[src/rtl/sha256_message_scheduler.sv]
// SHA-256 message schedule generator: streams one (Wt, Kt) pair per accepted round
// of a 512-bit padded block, using a 16-word sliding window.
module sha256_message_scheduler #(
  parameter int unsigned ROUNDS = 64,
  parameter int unsigned WORD_W = 32
) (
  input  logic              clk_i,
  input  logic              reset_i,
  input  logic [511:0]      block_i,
  input  logic              v_i,
  output logic              ready_o,
  output logic [WORD_W-1:0] Wt_o,
  output logic [WORD_W-1:0] Kt_o,
  output logic [5:0]        round_o,
  output logic              last_o,
  output logic              v_o,
  input  logic              yumi_i
);

  typedef enum logic {
    S_IDLE,
    S_RUN
  } state_t;

  state_t            state;
  logic [WORD_W-1:0] w [16];
  logic [5:0]        round;
  logic [WORD_W-1:0] k_rom;
  logic [WORD_W-1:0] w_new;

  function automatic logic [31:0] sig0(input logic [31:0] x);
    return {x[6:0], x[31:7]} ^ {x[17:0], x[31:18]} ^ (x >> 3);
  endfunction

  function automatic logic [31:0] sig1(input logic [31:0] x);
    return {x[16:0], x[31:17]} ^ {x[18:0], x[31:19]} ^ (x >> 10);
  endfunction

  // Same recurrence for every round; words produced after round 47 simply go unused.
  assign w_new = sig1(w[14]) + w[9] + sig0(w[1]) + w[0];

  always_ff @(posedge clk_i or negedge reset_i) begin
    if (!reset_i) begin
      state <= S_IDLE;
      round <= '0;
      for (int unsigned i = 0; i < 16; i++) w[i] <= '0;
    end else begin
      case (state)
        S_IDLE: begin
          if (v_i) begin
            for (int unsigned i = 0; i < 16; i++)
              w[i] <= block_i[511 - WORD_W*i -: WORD_W];
            round <= '0;
            state <= S_RUN;
          end
        end
        S_RUN: begin
          if (yumi_i) begin
            for (int unsigned i = 0; i < 15; i++) w[i] <= w[i+1];
            w[15] <= w_new;
            if (round == 6'(ROUNDS - 1)) begin
              round <= '0;
              state <= S_IDLE;
            end else begin
              round <= round + 6'd1;
            end
          end
        end
        default: state <= S_IDLE;
      endcase
    end
  end

  always_comb begin
    k_rom = '0;
    case (round)
      6'd0:  k_rom = 32'h428a2f98;  6'd1:  k_rom = 32'h71374491;
      6'd2:  k_rom = 32'hb5c0fbcf;  6'd3:  k_rom = 32'he9b5dba5;
      6'd4:  k_rom = 32'h3956c25b;  6'd5:  k_rom = 32'h59f111f1;
      6'd6:  k_rom = 32'h923f82a4;  6'd7:  k_rom = 32'hab1c5ed5;
      6'd8:  k_rom = 32'hd807aa98;  6'd9:  k_rom = 32'h12835b01;
      6'd10: k_rom = 32'h243185be;  6'd11: k_rom = 32'h550c7dc3;
      6'd12: k_rom = 32'h72be5d74;  6'd13: k_rom = 32'h80deb1fe;
      6'd14: k_rom = 32'h9bdc06a7;  6'd15: k_rom = 32'hc19bf174;
      6'd16: k_rom = 32'he49b69c1;  6'd17: k_rom = 32'hefbe4786;
      6'd18: k_rom = 32'h0fc19dc6;  6'd19: k_rom = 32'h240ca1cc;
      6'd20: k_rom = 32'h2de92c6f;  6'd21: k_rom = 32'h4a7484aa;
      6'd22: k_rom = 32'h5cb0a9dc;  6'd23: k_rom = 32'h76f988da;
      6'd24: k_rom = 32'h983e5152;  6'd25: k_rom = 32'ha831c66d;
      6'd26: k_rom = 32'hb00327c8;  6'd27: k_rom = 32'hbf597fc7;
      6'd28: k_rom = 32'hc6e00bf3;  6'd29: k_rom = 32'hd5a79147;
      6'd30: k_rom = 32'h06ca6351;  6'd31: k_rom = 32'h14292967;
      6'd32: k_rom = 32'h27b70a85;  6'd33: k_rom = 32'h2e1b2138;
      6'd34: k_rom = 32'h4d2c6dfc;  6'd35: k_rom = 32'h53380d13;
      6'd36: k_rom = 32'h650a7354;  6'd37: k_rom = 32'h766a0abb;
      6'd38: k_rom = 32'h81c2c92e;  6'd39: k_rom = 32'h92722c85;
      6'd40: k_rom = 32'ha2bfe8a1;  6'd41: k_rom = 32'ha81a664b;
      6'd42: k_rom = 32'hc24b8b70;  6'd43: k_rom = 32'hc76c51a3;
      6'd44: k_rom = 32'hd192e819;  6'd45: k_rom = 32'hd6990624;
      6'd46: k_rom = 32'hf40e3585;  6'd47: k_rom = 32'h106aa070;
      6'd48: k_rom = 32'h19a4c116;  6'd49: k_rom = 32'h1e376c08;
      6'd50: k_rom = 32'h2748774c;  6'd51: k_rom = 32'h34b0bcb5;
      6'd52: k_rom = 32'h391c0cb3;  6'd53: k_rom = 32'h4ed8aa4a;
      6'd54: k_rom = 32'h5b9cca4f;  6'd55: k_rom = 32'h682e6ff3;
      6'd56: k_rom = 32'h748f82ee;  6'd57: k_rom = 32'h78a5636f;
      6'd58: k_rom = 32'h84c87814;  6'd59: k_rom = 32'h8cc70208;
      6'd60: k_rom = 32'h90befffa;  6'd61: k_rom = 32'ha4506ceb;
      6'd62: k_rom = 32'hbef9a3f7;  6'd63: k_rom = 32'hc67178f2;
      default: k_rom = '0;
    endcase
  end

  // Outputs decode only registered state, so v_i/yumi_i never reach them combinationally.
  assign v_o     = (state == S_RUN);
  assign ready_o = (state == S_IDLE);
  assign Wt_o    = v_o ? w[0] : '0;
  assign Kt_o    = v_o ? k_rom : '0;
  assign round_o = round;
  assign last_o  = v_o && (round == 6'(ROUNDS - 1));

endmodule

[config.mk]
export PLATFORM = sky130hd
export DESIGN_NAME = sha256_message_scheduler
export DESIGN_NICKNAME = d
export VERILOG_FILES = /design/src/rtl/sha256_message_scheduler.sv
export SDC_FILE = /design/constraint.sdc
export NUM_CORES = 1
export LEC_CHECK = 0
export CORE_MARGIN = 4
export CORE_UTILIZATION = 56
export CTS_CLUSTER_SIZE = 20
export DETAILED_ROUTE_END_ITERATION = 8
export PLACE_DENSITY = 0.85
export SLEW_MARGIN = 25
export SYNTH_ARGS = -nofsm -noshare
export SYNTH_HDL_FRONTEND = slang
export SYNTH_SLANG_ARGS = --single-unit
export TNS_END_PERCENT = 1
[constraint.sdc]
create_clock -name clk_i -period 11.31 [get_ports clk_i]
set_clock_uncertainty 0.05 [all_clocks]
set_input_delay 1.6965 -clock clk_i [delete_from_list [all_inputs] [get_ports clk_i]]
set_output_delay 1.6965 -clock clk_i [all_outputs]
set_load 0.01 [all_outputs]
-- Yosys cells after proc, flatten, opt, wreduce, memory -nomap -nowiden
Memory sizes are Yosys's and may differ from the RTL's.
Cells that the tools add are included.
W data, S select, Z words.
- memories: 1
- output and inout port bits: 73
- input bits: 516
- memory bits (read-only): 2048
- flip-flop bits (word level): 519
- bitwise logic cells: 5
- equality and inequality tests: 3
- reductions and logical operators: 2
- mux-type cells: 13
- add/subtract/negate cells: 4
- memory list (memory ; words ; bits a word ; read ports ; clocked after Yosys merged registers in ; wr ports ; RTL line ; source):
    (no name shown) ; 64 ; 32 ; 1 ; 0 ; 0 ; 76 ; case (round)
- operator list (operator ; count):
    $mux W512 ; 2
    $pmux W512 S2 ; 1
    $add A32 B32 Y32 ; 3
    $mux W32 ; 2
    $xor A32 B32 Y32 ; 2
    $xor A32 B22 Y32 ; 1
    $xor A32 B29 Y32 ; 1
    $mux W6 ; 3
    $pmux W6 S2 ; 1
    $add A6 B1 Y6 const B ; 1
    $eq A6 B6 Y1 const B ; 1
    $ne A2 B2 Y1 const B ; 2
    $mux W1 ; 3
    $pmux W1 S2 ; 1
    $reduce_and A2 Y1 ; 1
    $logic_and A1 B1 Y1 ; 1
    $not A1 Y1 ; 1

-- Longest topological paths before layout
Gate-level depths: netlist of run 1.
- word-level depth: 7
- depth in mapped cells: 16
- mapped depth without buffers: 15

-- Worst setup path before layout of run 1
No wires, ideal clock.
- path kind: flip-flop to output port
- start: reg round[1], in the netlist round_o[1]
- end: out Kt_o[16]
- data required time: 9.564 ns
- path slack: 6.973 ns
- data arrival time: 2.590 ns
- stages on the path, launching flop included: 10
- path through: dfrtp_1 -> inv_1 -> clkbuf_1 -> ha_1 -> or2_2 -> clkbuf_1 -> nand3_1 -> o31ai_1 -> mux4_2 -> nor2_1
- longest elaborated chain between the ends: 2
- ends and longest elaborated chain (element ; RTL line ; source):
    start, declared ; 27 ; logic [5:0] round;
    start signal, assigned ; 65 ; round <= round + 6'd1;
    $mem_v2 Z64 W32 ; - ;
    $mux W32 ; 117 ; assign Kt_o = v_o ? k_rom : '0;
    end, declared ; 13 ; output logic [WORD_W-1:0] Kt_o,
No other way between the ends.

-- Worst setup path in the final report of run 1
- start: reg round[4], in the netlist round_o[4]
- end: out Kt_o[24]
The elaborated chain is that of the path after synthesis.

==> results.py, run 1 <==
metrics = {
    "clock_tree": {
        "clk_path_buf_depth": 3,
        "cts_buffers": 54,
        "htreeDepth": 2,
        "insertion_delay_ns": 0.62,
        "post_cts_buffers": 0,
        "clk_pin_slew_ns": 0.06,
        "cts_resized": 0,
        "clockRootBuffer": "clkbuf_16",
        "postCtsHoldBufs": 0,
        "cts_tree": "yes",
        "cts.sinks": 519,
    },
    "die": {
        "start_util_pct": 56.6,
        "dieArea_mm2": 0.0596,
        "fp.dieW_um": 244,
        "rows": 86,
        "io_pins": 589,
        "coreArea_mm2": 0.0551,
        "die_h_um": 244,
    },
    "layout": {
        "final_cell_mix": "592 x nand2_1, 587 x clkdlybuf4s50_1, 573 x o21ai_0, 514 x dfrtp_1, 501 x mux2i_1",
        "drive_above_1_share_pct": 3.68,
        "n_fill_cell": 4159,
        "fin_cells": 4607,
        "area_growth_pct": 24.9,
        "final_nets": 4423,
        "final_common_cell": "nand2_1",
    },
    "synthesis": {
        "yosysTopAreaCellShare_pct": 41.6,
        "ys_seq_elements": 519,
        "synth_nets": 4051,
        "synth_top_family_by_area": "multiplexers",
        "synth_warnings": 0,
        "synth-main-ff-cell": "dfrtp_1",
        "synth_area_leaders": "dfrtp_1 42%, mux2i_1 16%, o21ai_0 9.2%, nand2_1 7.1%, fa_1 4.0%",
        "synth-simple-area-share_pct": 10.7,
        "ys_async_sr_fraction_pct": 100,
        "synth_xor_area_share_pct": 4.10,
        "avgSynthCellArea_um2": 9.11,
        "seq_area_frac_synth_pct": 41.6,
        "synth_compound_area_share_pct": 15.6,
        "synth_edf_count": 0,
        "synthAdderAreaFrac_pct": 5.94,
        "yosysTopAreaCell": "dfrtp_1",
        "synthCells": 3424,
        "synth_cell_types": 68,
        "synth_area_mm2": 0.0312,
        "synthMuxAreaShare_pct": 16.5,
    },
    "sta": {
        "slew_headroom_pct": 25.0,
        "worst_slack_ns": 5.16,
        "fin_crit_ns": 6.15,
        "setup_viol_count_final": 0,
        "tightest_slew_ns": 1.13,
        "finalSetupTns_ns": 0,
        "rsz0062_at_grt": "no",
        "hold_viol_final": 0,
        "fmax_mhz": 163,
        "drv_slew": 0,
        "final.period_utilization_pct": 54.4,
    },
    "placed_design": {
        "gp_congestion": 1.01,
        "placed_cells": 4486,
        "port_buffers": 588,
        "pre_cts_slack_ns": 5.75,
        "hpwl_um": 84900,
    },
    "setup_path": {
        "arrival_ns": 4.40,
        "r2r-end": "w[17]$_DFFE_PN0P_",
        "critPathMaxFanout": 79,
        "crit_end": "Kt_o[24]",
        "r2r_start": "w[43]$_DFFE_PN0P_",
        "crit_start": "round_o[4]$_DFFE_PN0P_",
        "r2r_cells": 15,
        "cp-start-kind": "flip-flop",
        "path_class": "flip-flop to output port",
        "cp-end-kind": "output port",
        "crit_required_ns": 9.56,
        "r2r_slack_ns": 6.63,
    },
    "grt": {
        "antenna_found_initial": 25,
        "grt_pass1_wl_um": 167000,
        "grt_usage_pct": 37.0,
        "first_global_vias": 26792,
        "grt_max_degree": 329,
        "grt_overflow": 0,
    },
    "outcome": {
        "status": "finished, final reports clean",
    },
    "route": {
        "wl_per_cell_um": 24.7,
        "via_per_inst": 5.98,
        "vias": 27550,
        "wirelength_um": 114000,
        "ant_nets": 0,
        "drt_iter0_drc": 3411,
        "dr.pass1.iters": 8,
        "route.detailed.drc": 0,
    },
    "min_path": {
        "hp-class": "flip-flop to flip-flop",
    },
    "power_and_ir_drop": {
        "finalPower_mw": 12.2,
        "p_leak_nw": 19.5,
        "vdd_drop_max_mv": 0.348,
        "power_density_mw_per_mm2": 312,
    },
    "job": {
        "drv_cap": 0,
    },
}
registers in the layout, summed over array words and instances (netlist names):
name / count
v_o: 1
w: 512
round_o: 6
where the power goes:
group,leakage (nW),switching (mW),internal (mW)
logic,11.9,4.55,2.96
registers,6.72,0.527,2.35
clock network,0.869,0.776,1.01
per-stage QoR:
step	cell area, um^2	hold slack, ns	utilization [%]
floorplan	31200	0.399	-
global placement	37100	0.410	67.3
detailed placement	37100	0.420	67.3
CTS	38900	0.433	70.5
global route	39000	0.445	70.7
finish	39000	0.427	70.7
routing by layer:
| layer | up-vias | part of all wire (%) | track usage, % |
|---|---|---|---|
| met5 | - | 0.044 | 0 |
| met4 | 8 | 5.3 | 17.5 |
| met3 | 303 | 8.8 | 7.06 |
| met2 | 1424 | 47 | 59.1 |
| met1 | 13322 | 39 | 49.1 |
| li1 | 12493 | - | - |
how the worst min path moves through the flow:
stage	startpoint	end	slack, ns	depth (start not counted)
floorplan	w[8]$_DFFE_PN0P_	w[8]$_DFFE_PN0P_	0.40	1
detailed placement	w[408]$_DFFE_PN0P_	w[408]$_DFFE_PN0P_	0.42	2
CTS	w[408]$_DFFE_PN0P_	w[408]$_DFFE_PN0P_	0.43	2
global route	w[430]$_DFFE_PN0P_	w[430]$_DFFE_PN0P_	0.45	2
global placement	w[154]$_DFFE_PN0P_	w[154]$_DFFE_PN0P_	0.41	2
finish	w[243]$_DFFE_PN0P_	w[243]$_DFFE_PN0P_	0.43	2
layout make-up:
type / count / area, um^2 / area share [%]
Clock inverter: 20 / 200 / 0.514
Timing Repair Buffer: 617 / 6200 / 15.9
Inverter: 142 / 533 / 1.37
Sequential cell: 519 / 13000 / 33.4
Multi-Input combinational cell: 2462 / 16500 / 42.3
Tap cell: 748 / 936 / 2.40
Antenna cell: 23 / 57.6 / 0.148
Clock buffer: 76 / 1550 / 3.99
critical path, cell delays in order, from the launching register on:
cell,delay (ns)
dfrtp_2,0.33
buf_4,0.64
clkinv_1,1.05
a2111oi_0,0.72
a2111oi_0,0.14
a21oi_1,0.33
nor2_1,0.07
clkdlybuf4s50_1,0.50
synth_stat cells (7+ instances only):
cell type and number:
o311ai_0 9, dfrtp_1 519, nand2_1 592, a21o_1 19, o31ai_1 10, a31oi_1 19
inv_1 139, nand4_1 10, nand2b_1 7, o211ai_1 17, nor2_1 131, a311oi_1 12
nand3_1 25, ha_1 49, and2_1 7, fa_1 62, xnor2_1 96, clkbuf_1 222
a22oi_1 11, buf_1 27, xor2_1 50, buf_2 52, nor3_1 27, a21oi_1 115
a211oi_1 25, o21ai_0 573, and3_1 7, mux2i_1 501, a221oi_1 9, nor2b_1 15
logic make-up (layout without fill, tap and decap cells):
| group | after synthesis | count (layout) |
|---|---|---|
| AOI/OAI and AO/OA | 865 | 865 |
| xor gates and xnor gates | 146 | 146 |
| adders and majority gates | 111 | 111 |
| buffers and inverters | 443 | 855 |
| DFF | 519 | 519 |
| muxes | 507 | 507 |
| other | 0 | 23 |
| and+or+nand+nor | 833 | 833 |
(Power assumes the default switching activity.)
==> run 2, diff against run 1 <==
--- a/config.mk
+++ b/config.mk
@@ -6,10 +6,10 @@
 export NUM_CORES = 1
 export LEC_CHECK = 0
 export CORE_MARGIN = 4
-export CORE_UTILIZATION = 56
+export CORE_UTILIZATION = 53
 export CTS_CLUSTER_SIZE = 20
 export DETAILED_ROUTE_END_ITERATION = 8
-export PLACE_DENSITY = 0.85
+export PLACE_DENSITY = 0.81
 export SLEW_MARGIN = 25
 export SYNTH_ARGS = -nofsm -noshare
 export SYNTH_HDL_FRONTEND = slang
==> constraint.sdc (replaced) <==
create_clock -name clk_i -period 6.1 [get_ports clk_i]
set_clock_uncertainty 0.05 [all_clocks]
set_input_delay 0.915 -clock clk_i [delete_from_list [all_inputs] [get_ports clk_i]]
set_output_delay 0.915 -clock clk_i [all_outputs]
set_load 0.01 [all_outputs]
==> run 2 against run 1 <==
  * Power grew 85%
  * Combinational power up 85%
  * Sequential share of layout area shrank 0.16 points
  * Critical endpoint is now Kt_o[1]
  * Via count decreased by 1.5%
  * Utilization down 3.3 points
  * Cell count up 0.87%
  * Design area up 0.47%
  * First-iteration DRC count fell by 23%
  * Sequential power increased by 83%
  * Non-clock buffer count grew 11
  * Largest cell class unchanged
  * Register-to-register slack got worse by 5.0 ns
  * Wire length grew 2.6%
==> results.py, run 2 (synthesis gave the netlist of run 1 again) <==
metrics = {
    "route": {
        "wirelength_um": 117000,
        "drt_iter0_drc": 2620,
        "wl_per_cell_um": 25.1,
        "dr.pass1.iters": 6,
        "via_per_inst": 5.84,
        "route.detailed.drc": 0,
        "ant_nets": 0,
        "vias": 27145,
    },
    "die": {
        "fp.dieW_um": 251,
        "rows": 88,
        "io_pins": 589,
        "start_util_pct": 53.8,
        "coreArea_mm2": 0.0580,
        "die_h_um": 251,
        "dieArea_mm2": 0.0628,
    },
    "setup_path": {
        "cp-start-kind": "flip-flop",
        "cp-end-kind": "output port",
        "path_class": "flip-flop to output port",
        "crit_required_ns": 5.13,
        "critPathMaxFanout": 13,
        "arrival_ns": 3.88,
    },
    "power_and_ir_drop": {
        "power_density_mw_per_mm2": 575,
        "power_frac_clock_pct": 14.9,
        "p_int_mw": 11.8,
        "swShare_pct": 47.8,
        "finalPower_mw": 22.5,
        "p_seq_share_pct": 23.4,
        "vdd_drop_max_mv": 0.671,
        "combPwrFrac_pct": 61.8,
        "p_leak_nw": 19.6,
        "power.switching_mw": 10.8,
    },
    "job": {
        "drv_cap": 0,
    },
    "clock_tree": {
        "postCtsHoldBufs": 0,
        "cts_resized": 0,
        "clockRootBuffer": "clkbuf_16",
        "clk_path_buf_depth": 3,
        "insertion_delay_ns": 0.63,
        "htreeDepth": 2,
        "cts.sinks": 519,
        "clk_pin_slew_ns": 0.07,
        "cts_buffers": 55,
        "post_cts_buffers": 0,
        "cts_tree": "yes",
    },
    "outcome": {
        "status": "finished, final reports clean",
    },
    "sta": {
        "drv_slew": 0,
        "rsz0062_at_grt": "no",
        "tightest_slew_ns": 1.14,
        "setup_viol_count_final": 0,
        "finalSetupTns_ns": 0,
        "worst_slack_ns": 1.25,
        "fin_crit_ns": 4.85,
        "hold_viol_final": 0,
        "final.period_utilization_pct": 79.4,
        "hold_ws_ns": 0.257,
        "slew_headroom_pct": 24.3,
        "fmax_mhz": 206,
    },
    "layout": {
        "final_cell_mix": "592 x nand2_1, 587 x clkdlybuf4s50_1, 573 x o21ai_0, 514 x dfrtp_1, 501 x mux2i_1",
        "final_common_cell": "nand2_1",
        "n_fill_cell": 4666,
        "area_growth_pct": 25.5,
        "drive_above_1_share_pct": 4.02,
        "fin_util_pct": 67.5,
        "design_area_mm2": 0.0392,
        "largest_register": "w",
        "final_nets": 4435,
        "largest_reg_flops": 512,
        "fin_cells": 4647,
    },
    "placed_design": {
        "placed_cells": 4516,
        "port_buffers": 588,
        "dpl_cell_area_mm2": 0.0373,
        "pre_cts_slack_ns": 1.67,
        "hpwl_um": 88300,
        "gp_congestion": 0.974,
    },
    "grt": {
        "first_global_vias": 26782,
        "grt_pass1_wl_um": 171000,
        "antenna_found_initial": 32,
        "grt_overflow": 0,
        "grt_max_degree": 290,
        "grt_usage_pct": 35.8,
    },
    "min_path": {
        "hp-class": "input port to async pin",
    },
}
## run 2: cell count changes in the layout (fill, tap and decap cells not counted), moves of 2 or more
cell and delta:
buf_4 +8, buf_12 +6, clkinv_2 +6, diode_2 +6, clkbuf_1 +3, clkbuf_8 -3, buf_16 -2
## run 2: worst paths after layout
kind                            cells after the start  slack (ns)            endpoint              startpoint
worst min register to register                      2        0.43    w[0]$_DFFE_PN0P_        w[0]$_DFFE_PN0P_
worst max-delay path                               10        1.25             Kt_o[1]  round_o[0]$_DFFE_PN0P_
worst min-delay path                                1        0.26  w[275]$_DFFE_PN0P_                 reset_i
worst max register to register                     15        1.63   w[29]$_DFFE_PN0P_       w[50]$_DFFE_PN0P_
min in group clk_i                                  2        0.43    w[0]$_DFFE_PN0P_        w[0]$_DFFE_PN0P_
max in group asynchronous                           2        4.27       v_o$_DFF_PN0_                 reset_i
## run 2: area by class of cell
type	count	area, um^2	area share [%]
multi-input cells	2462	16500	42.1
inverters	142	533	1.36
repair buffers	628	6320	16.1
flip-flops and latches	519	13000	33.2
clock buffers	77	1550	3.96
diodes	29	72.6	0.185
well taps	765	957	2.44
clock inverters	25	241	0.617
## run 2: layer usage
metal  up-vias  part of all wire, %  global-route usage, %
met5         -                0.062                      0
li1      12517                    -                      -
met3       296                  8.4                   8.08
met1     13099                   40                   47.4
met2      1223                   47                   56.5
met4        10                  5.0                   16.5
## run 2: critical path: stages, from the launching register on
cell             delay (ns)
dfrtp_1                0.38
inv_1                  0.38
ha_1                   0.54
nand2b_1               0.32
o21ai_0                0.21
nand2_1                0.14
o21ai_0                0.09
o21ai_0                0.41
o21ai_0                0.14
nor2_1                 0.11
clkdlybuf4s50_1        0.55
## run 2: power by group through the flow
stage / sequential [mW] / clock (mW) / combinational (mW)
final: 5.26 / 3.35 / 13.9
after detailed placement: 5.27 / 0 / 13.6
after global placement: 5.23 / 0 / 13.4
after CTS: 5.22 / 3.38 / 13.7
after floorplan: 4.79 / 0 / 9.32
after global routing: 5.33 / 3.51 / 15.1
